--- config.mk ---
export PLATFORM = sky130hd
export DESIGN_NAME = alu_op_sequencer_flat
export DESIGN_NICKNAME = d
export VERILOG_FILES = /design/src/rtl/alu_op_sequencer_if.sv /design/src/rtl/alu_op_sequencer.sv /design/src/flat_wrapper.sv
export SDC_FILE = /design/constraint.sdc
export NUM_CORES = 1
export LEC_CHECK = 0
export CAP_MARGIN = 20
export CORE_MARGIN = 8
export CORE_UTILIZATION = 40
export DETAILED_ROUTE_END_ITERATION = 8
export PLACE_DENSITY = 0.77
export RECOVER_POWER = 100
export SYNTH_ARGS = -nofsm -noshare
export SYNTH_HDL_FRONTEND = slang
export SYNTH_SLANG_ARGS = --single-unit
--- constraint.sdc ---
create_clock -name clk -period 2 [get_ports clk]
set_input_delay 0.4 -clock clk [delete_from_list [all_inputs] [get_ports clk]]
set_output_delay 0.4 -clock clk [all_outputs]
set_load 0.03 [all_outputs]
--- src/rtl/alu_op_sequencer_if.sv ---
// Command, response and ALU-facing signals of the ALU op sequencer.
// The sequencer uses the slave modport; the command source / ALU side uses master.
interface alu_op_sequencer_if #(
  parameter int W = 16
);
  logic         cmd_valid;
  logic         cmd_ready;
  logic [2:0]   cmd_op;
  logic [W-1:0] cmd_a;
  logic [W-1:0] cmd_b;
  logic         cmd_use_acc;
  logic         resp_valid;
  logic         resp_ready;
  logic [W-1:0] resp_data;
  logic         resp_carry;
  logic         resp_zero;
  logic         resp_dbz;
  logic [W-1:0] alu_a;
  logic [W-1:0] alu_b;
  logic [2:0]   alu_sel;
  logic [W-1:0] alu_out;
  logic         alu_carry;
  logic [W-1:0] acc;

  modport slave (
    input  cmd_valid, cmd_op, cmd_a, cmd_b, cmd_use_acc, resp_ready, alu_out, alu_carry,
    output cmd_ready, resp_valid, resp_data, resp_carry, resp_zero, resp_dbz,
           alu_a, alu_b, alu_sel, acc
  );

  modport master (
    output cmd_valid, cmd_op, cmd_a, cmd_b, cmd_use_acc, resp_ready, alu_out, alu_carry,
    input  cmd_ready, resp_valid, resp_data, resp_carry, resp_zero, resp_dbz,
           alu_a, alu_b, alu_sel, acc
  );
endinterface

--- src/rtl/alu_op_sequencer.sv ---
// Drives a combinational ALU from registers, captures after SETTLE cycles (response SETTLE+1 after accept, 1 for div-by-zero).
// One op in flight: cmd_ready only in IDLE; the response is held until resp_ready.
module alu_op_sequencer #(
  parameter int W      = 16,
  parameter int SETTLE = 1
) (
  input  logic              clk,
  input  logic              rst_n,
  alu_op_sequencer_if.slave io_bus
);
  localparam logic [2:0] OP_ADD   = 3'b000;
  localparam logic [2:0] OP_SUB   = 3'b001;
  localparam logic [2:0] OP_DIV   = 3'b011;
  localparam logic [3:0] CNT_INIT = 4'(SETTLE - 1);

  typedef enum logic [1:0] {
    S_IDLE,
    S_ISSUE,
    S_RESP
  } state_t;

  state_t       r_state;
  state_t       w_next;
  logic [3:0]   r_cnt;
  logic [W-1:0] r_alu_a;
  logic [W-1:0] r_alu_b;
  logic [2:0]   r_alu_sel;
  logic [W-1:0] r_data;
  logic         r_carry;
  logic         r_zero;
  logic         r_dbz;
  logic [W-1:0] r_acc;
  logic         w_cmd_rdy;
  logic         w_resp_vld;
  logic         w_capture;
  logic         w_cmd_hs;
  logic         w_dbz_cmd;

  assign w_dbz_cmd = (io_bus.cmd_op == OP_DIV) && (io_bus.cmd_b == '0);
  assign w_cmd_hs  = w_cmd_rdy && io_bus.cmd_valid;

  always_ff @(posedge clk or negedge rst_n) begin
    if (!rst_n) begin
      r_state <= S_IDLE;
    end else begin
      r_state <= w_next;
    end
  end

  always_comb begin
    w_next     = r_state;
    w_cmd_rdy  = 1'b0;
    w_resp_vld = 1'b0;
    w_capture  = 1'b0;
    case (r_state)
      S_IDLE: begin
        w_cmd_rdy = 1'b1;
        if (io_bus.cmd_valid) begin
          w_next = w_dbz_cmd ? S_RESP : S_ISSUE;
        end
      end
      S_ISSUE: begin
        if (r_cnt == 4'd0) begin
          w_capture = 1'b1;
          w_next    = S_RESP;
        end
      end
      S_RESP: begin
        w_resp_vld = 1'b1;
        if (io_bus.resp_ready) begin
          w_next = S_IDLE;
        end
      end
      default: w_next = S_IDLE;
    endcase
  end

  always_ff @(posedge clk or negedge rst_n) begin
    if (!rst_n) begin
      r_cnt     <= '0;
      r_alu_a   <= '0;
      r_alu_b   <= '0;
      r_alu_sel <= '0;
      r_data    <= '0;
      r_carry   <= 1'b0;
      r_zero    <= 1'b0;
      r_dbz     <= 1'b0;
      r_acc     <= '0;
    end else if (w_cmd_hs) begin
      // Divide by zero never reaches the ALU, so operand registers keep their old values.
      if (w_dbz_cmd) begin
        r_data  <= '1;
        r_carry <= 1'b0;
        r_zero  <= 1'b0;
        r_dbz   <= 1'b1;
      end else begin
        r_alu_a   <= io_bus.cmd_use_acc ? r_acc : io_bus.cmd_a;
        r_alu_b   <= io_bus.cmd_b;
        r_alu_sel <= io_bus.cmd_op;
        r_cnt     <= CNT_INIT;
        r_dbz     <= 1'b0;
      end
    end else if (w_capture) begin
      r_data  <= io_bus.alu_out;
      r_carry <= ((r_alu_sel == OP_ADD) || (r_alu_sel == OP_SUB)) && io_bus.alu_carry;
      r_zero  <= (io_bus.alu_out == '0);
      r_acc   <= io_bus.alu_out;
    end else if (r_state == S_ISSUE) begin
      r_cnt <= r_cnt - 4'd1;
    end
  end

  assign io_bus.cmd_ready  = w_cmd_rdy;
  assign io_bus.resp_valid = w_resp_vld;
  assign io_bus.resp_data  = r_data;
  assign io_bus.resp_carry = r_carry;
  assign io_bus.resp_zero  = r_zero;
  assign io_bus.resp_dbz   = r_dbz;
  assign io_bus.alu_a      = r_alu_a;
  assign io_bus.alu_b      = r_alu_b;
  assign io_bus.alu_sel    = r_alu_sel;
  assign io_bus.acc        = r_acc;
endmodule

--- src/flat_wrapper.sv ---
// flat-port wrapper written by rule: the top's interface ports become plain ports
module alu_op_sequencer_flat 
#(
  parameter int W      = 16,
  parameter int SETTLE = 1
)
  (clk, rst_n, io_bus_cmd_valid, io_bus_cmd_op, io_bus_cmd_a, io_bus_cmd_b, io_bus_cmd_use_acc, io_bus_resp_ready, io_bus_alu_out, io_bus_alu_carry, io_bus_cmd_ready, io_bus_resp_valid, io_bus_resp_data, io_bus_resp_carry, io_bus_resp_zero, io_bus_resp_dbz, io_bus_alu_a, io_bus_alu_b, io_bus_alu_sel, io_bus_acc);
  alu_op_sequencer_if #(.W(W)) io_bus_i ();
  input  logic clk;
  input  logic rst_n;
  input wire logic [$bits(io_bus_i.cmd_valid)-1:0] io_bus_cmd_valid;
  input wire logic [$bits(io_bus_i.cmd_op)-1:0] io_bus_cmd_op;
  input wire logic [$bits(io_bus_i.cmd_a)-1:0] io_bus_cmd_a;
  input wire logic [$bits(io_bus_i.cmd_b)-1:0] io_bus_cmd_b;
  input wire logic [$bits(io_bus_i.cmd_use_acc)-1:0] io_bus_cmd_use_acc;
  input wire logic [$bits(io_bus_i.resp_ready)-1:0] io_bus_resp_ready;
  input wire logic [$bits(io_bus_i.alu_out)-1:0] io_bus_alu_out;
  input wire logic [$bits(io_bus_i.alu_carry)-1:0] io_bus_alu_carry;
  output wire logic [$bits(io_bus_i.cmd_ready)-1:0] io_bus_cmd_ready;
  output wire logic [$bits(io_bus_i.resp_valid)-1:0] io_bus_resp_valid;
  output wire logic [$bits(io_bus_i.resp_data)-1:0] io_bus_resp_data;
  output wire logic [$bits(io_bus_i.resp_carry)-1:0] io_bus_resp_carry;
  output wire logic [$bits(io_bus_i.resp_zero)-1:0] io_bus_resp_zero;
  output wire logic [$bits(io_bus_i.resp_dbz)-1:0] io_bus_resp_dbz;
  output wire logic [$bits(io_bus_i.alu_a)-1:0] io_bus_alu_a;
  output wire logic [$bits(io_bus_i.alu_b)-1:0] io_bus_alu_b;
  output wire logic [$bits(io_bus_i.alu_sel)-1:0] io_bus_alu_sel;
  output wire logic [$bits(io_bus_i.acc)-1:0] io_bus_acc;
  assign io_bus_i.cmd_valid = io_bus_cmd_valid;
  assign io_bus_i.cmd_op = io_bus_cmd_op;
  assign io_bus_i.cmd_a = io_bus_cmd_a;
  assign io_bus_i.cmd_b = io_bus_cmd_b;
  assign io_bus_i.cmd_use_acc = io_bus_cmd_use_acc;
  assign io_bus_i.resp_ready = io_bus_resp_ready;
  assign io_bus_i.alu_out = io_bus_alu_out;
  assign io_bus_i.alu_carry = io_bus_alu_carry;
  assign io_bus_cmd_ready = io_bus_i.cmd_ready;
  assign io_bus_resp_valid = io_bus_i.resp_valid;
  assign io_bus_resp_data = io_bus_i.resp_data;
  assign io_bus_resp_carry = io_bus_i.resp_carry;
  assign io_bus_resp_zero = io_bus_i.resp_zero;
  assign io_bus_resp_dbz = io_bus_i.resp_dbz;
  assign io_bus_alu_a = io_bus_i.alu_a;
  assign io_bus_alu_b = io_bus_i.alu_b;
  assign io_bus_alu_sel = io_bus_i.alu_sel;
  assign io_bus_acc = io_bus_i.acc;
  alu_op_sequencer #(.W(W), .SETTLE(SETTLE)) u_core (.clk(clk), .rst_n(rst_n), .io_bus(io_bus_i));
endmodule
==> summary.log <==
qor: run_status.outcome finished clean
qor: pwr.p_per_area 1660 mW/mm2
qor: setup_path.timing.critical_path.required 2.23 ns
qor: cells_and_area.antennaDiodeCount 0
qor: min_path.classification_of_the_worst_slack_hold_path in -> async
qor: pwr.total_leakage_power 2.46 nW
qor: global_routing.grt-ovfl-total 0
qor: synth.synthFlopType dfrtp_1
qor: cells_and_area.layout_common_cells 75 x dfrtp_1, 69 x dlygate4sd3_1, 52 x nand2_1
qor: global_routing.grt_util_all_layers 17.9%
qor: cells_and_area.finish.net_count 516
qor: sta.clock-skew-final 0.0116 ns
qor: floorplan.placement_rows 33
qor: detailed_routing.drtAntennaViolNets 0
qor: setup_path.crit_start io_bus_cmd_valid
qor: synth.yosys.cell_types.count 38
qor: setup_path.worst_r2r_endpoint u_core.io_bus.alu_b[8]
qor: synth.synth_sequential_area_ratio 56.0%
qor: clock_network.cts_num_sinks 76
qor: setup_path.crit_path_start_kind primary input
qor: place.placer_congestion 0.816
qor: clock_network.cts_tree built
qor: global_routing.grtUsageMet1 21.8%
qor: synth.synthesis.nets 358
qor: setup_path.endpoint u_core.io_bus.alu_b[8]
qor: clock_network.clk_pin_slew_worst_paths 0.08 ns
qor: sta.fin_worst_hold_slack 0.231 ns
qor: synth.share_of_async_settable_or_async_resettable_flops_after_synthesis 100%
qor: synth.synth.area.top_cells dfrtp_1 56%, mux2_4 8.8%, mux2_2 6.6%
qor: sta.max_freq 505 MHz
qor: cells_and_area.fillCellCount 661
qor: global_routing.use_met3 6.66%
qor: sta.finalHoldViolations 0
qor: detailed_routing.route.vias.total 2884
qor: sta.setup_violations 0
qor: sta.setup_repair_after_global_routing_missed_its_margin false
qor: floorplan.core-area 0.00822 mm2
qor: setup_path.setup.worst_path.class in -> reg
qor: clock_network.clock-root-buffer clkbuf_8
qor: global_routing.grt_pass1_wl 16200 um
qor: global_routing.gr-usage-met2 29.0%
qor: clock_network.cts.hold.buffers_added 0
qor: synth.synth.avg_cell_area 11.4 um2
qor: synth.yosys_synthesis_warning_count 0
qor: global_routing.global_route.peak_usage_layer met2
qor: sta.post-route-worst-setup-slack 0.0203 ns
qor: floorplan.vertical_extent_of_the_die 108 um
qor: cells_and_area.area.growth.synth_to_final 56.7%
qor: synth.number_of_synthesized_flops_with_an_enable_pin 0
qor: clock_network.htree_levels 3
qor: floorplan.io_pins 129
qor: clock_network.deepest_clock_path_buffer_count 2
qor: sta.report.final.slew_viol_count 0
qor: place.number_of_port_buffers 128
qor: setup_path.crit_path_end_kind register
qor: global_routing.grt_max_degree 42
qor: detailed_routing.wl 10500 um
qor: detailed_routing.via_per_inst 5.10
qor: setup_path.critPathMaxFanout 9
qor: detailed_routing.detail_route.drc_violations 0
qor: sta.finalCritPeriodShare 99.0%
qor: pwr.ir_worst_vdd 701 uV
qor: setup_path.crit-reg2reg-launch u_core.r_state[0]
qor: clock_network.cts_buffers 9
qor: place.post-place-ws -0.569 ns
qor: cells_and_area.ratio_of_cells_with_drive_above_1_in_the_final_layout 22.1%
qor: floorplan.area_enclosed_by_the_die_boundary 0.0117 mm2
qor: global_routing.vias_in_the_first_global_route 3107
qor: clock_network.insertion_delay 0.34 ns
qor: place.place.detailed.hpwl 7900 um
qor: global_routing.antenna_found_initial 0
qor: setup_path.reg2reg_depth 7
qor: sta.finalWorstPathRequiredPeriod 1.98 ns
qor: detailed_routing.wl_per_cell 18.6 um
qor: synth.synth.largest_area_cell dfrtp_1
qor: sta.timing.max_slew.rel_slack 30.4%
qor: detailed_routing.detailedRoute.firstPassIterationCount 4
qor: cells_and_area.design_area 0.00532 mm2
qor: synth.yosys.area.top_type_share 56.0%
qor: place.post_dp_cell_area 0.00497 mm2
qor: sta.timing_worst_slew_pin_value 1.04 ns
qor: setup_path.worstPathArrival 2.21 ns
qor: floorplan.fp.dieW 108 um
qor: run.max_cap_viols 0
qor: synth.number_of_instances_in_the_synthesized_netlist 299
qor: synth.netlist_area 0.00339 mm2
qor: floorplan.initial_core_util 41.3%
qor: detailed_routing.drt_first_iter_violations 83
qor: setup_path.reg2reg_setup_slack 0.08 ns
qor: synth.yosys_register_bits 76
qor: cells_and_area.layout.cells.most_common dfrtp_1
==> cells by family (layout without fill, tap and decap cells) <==
family	Yosys count	count (layout)	synth area share (%)
AOI/OAI and AO/OA	41	41	8.04
DFF	76	76	56.0
buffers and inverters	22	184	3.80
and+or+nand+nor	117	117	15.6
muxes	41	41	15.8
adders and majority gates	2	2	0.737
==> area by class of cell <==
cell class	count	area, um2	area share, %
Timing Repair Buffer	164	1640	30.7
Tap cell	105	131	2.47
Sequential cell	76	1900	35.8
Inverter	5	18.8	0.353
Multi-Input combinational cell	201	1420	26.6
Clock inverter	4	73.8	1.39
Clock buffer	11	141	2.66
==> Yosys cell counts (2+ instances only) <==
| library cell | n |
|---|---|
| a21oi_1 | 18 |
| a22o_1 | 10 |
| a31o_2 | 2 |
| buf_12 | 2 |
| buf_2 | 2 |
| clkbuf_1 | 11 |
| dfrtp_1 | 76 |
| ha_1 | 2 |
| inv_1 | 5 |
| mux2_2 | 20 |
| mux2_4 | 20 |
| nand2_1 | 52 |
| nand3_1 | 2 |
| nand4_1 | 4 |
| nor2_1 | 40 |
| nor3_1 | 3 |
| nor4_1 | 4 |
| o21ai_0 | 3 |
| o21ai_1 | 2 |
| or4_1 | 3 |
==> power by group <==
| group | internal (W) | switching (W) | total (W) |
|---|---|---|---|
| sequential | 0.00229 | 0.000512 | 0.00280 |
| combinational | 0.00211 | 0.00262 | 0.00473 |
| clock | 0.000731 | 0.000550 | 0.00128 |
| total | 0.00512 | 0.00368 | 0.00881 |
==> critical path, stage by stage <==
cell and delay [ns]:
clkdlybuf4s50_1 0.49, or3b_4 0.40, a31o_4 0.22, buf_6 0.11, buf_4 0.13, buf_8 0.13
buf_6 0.13, a22o_1 0.17
==> layer usage <==
metal | vias up | wire length [um] | part of all wire (%)
met5 | - | 0 | 0
met3 | 11 | 903 | 8.6
met1 | 1416 | 4590 | 44
li1 | 1356 | - | -
met4 | 0 | 110 | 1.0
met2 | 101 | 4910 | 47
==> worst min-delay path by stage <==
stage               cells past startpoint  slack (ns)                      end
floorplan                               0        0.10     u_core.io_bus.acc[0]
global placement                        1        0.41  u_core.io_bus.alu_a[11]
detailed placement                      1        0.42  u_core.io_bus.alu_a[13]
CTS                                     1        0.03  u_core.io_bus.alu_a[13]
global route                            1        0.29  u_core.io_bus.alu_a[13]
finish                                  1        0.23  u_core.io_bus.alu_a[13]
==> through the flow <==
step                utilization (%)  total power, W  setup TNS, ns  cells
CTS                            65.1         0.00917              0    567
finish                         64.7         0.00881              0    566
global placement               60.4         0.00755         -25.30    543
detailed placement             60.4         0.00769         -27.77    543
global route                   64.7         0.00929              0    566
floorplan                         -         0.00559          -1.56    299
==> registers in the layout, indices dropped and copies added (netlist names) <==
register / cells
u_core.io_bus.resp_data: 16
u_core.io_bus.alu_b: 16
u_core.io_bus.alu_a: 16
u_core.io_bus.alu_sel: 3
u_core.r_cnt: 4
u_core.r_state: 2
u_core.io_bus.acc: 16
u_core.io_bus.resp_carry: 1
u_core.io_bus.resp_dbz: 1
u_core.io_bus.resp_zero: 1
==> what timing repair did <==
| action | 4_1_cts | 5_1_grt |
|---|---|---|
| endpoints found under the setup margin | 56 | 37 |
| resized for setup | 34 | 11 |
| buffers inserted | 6 | 0 |
| gates cloned | 3 | 0 |
| pin swaps | 7 | 3 |
Power figures use the tool's default switching activity.
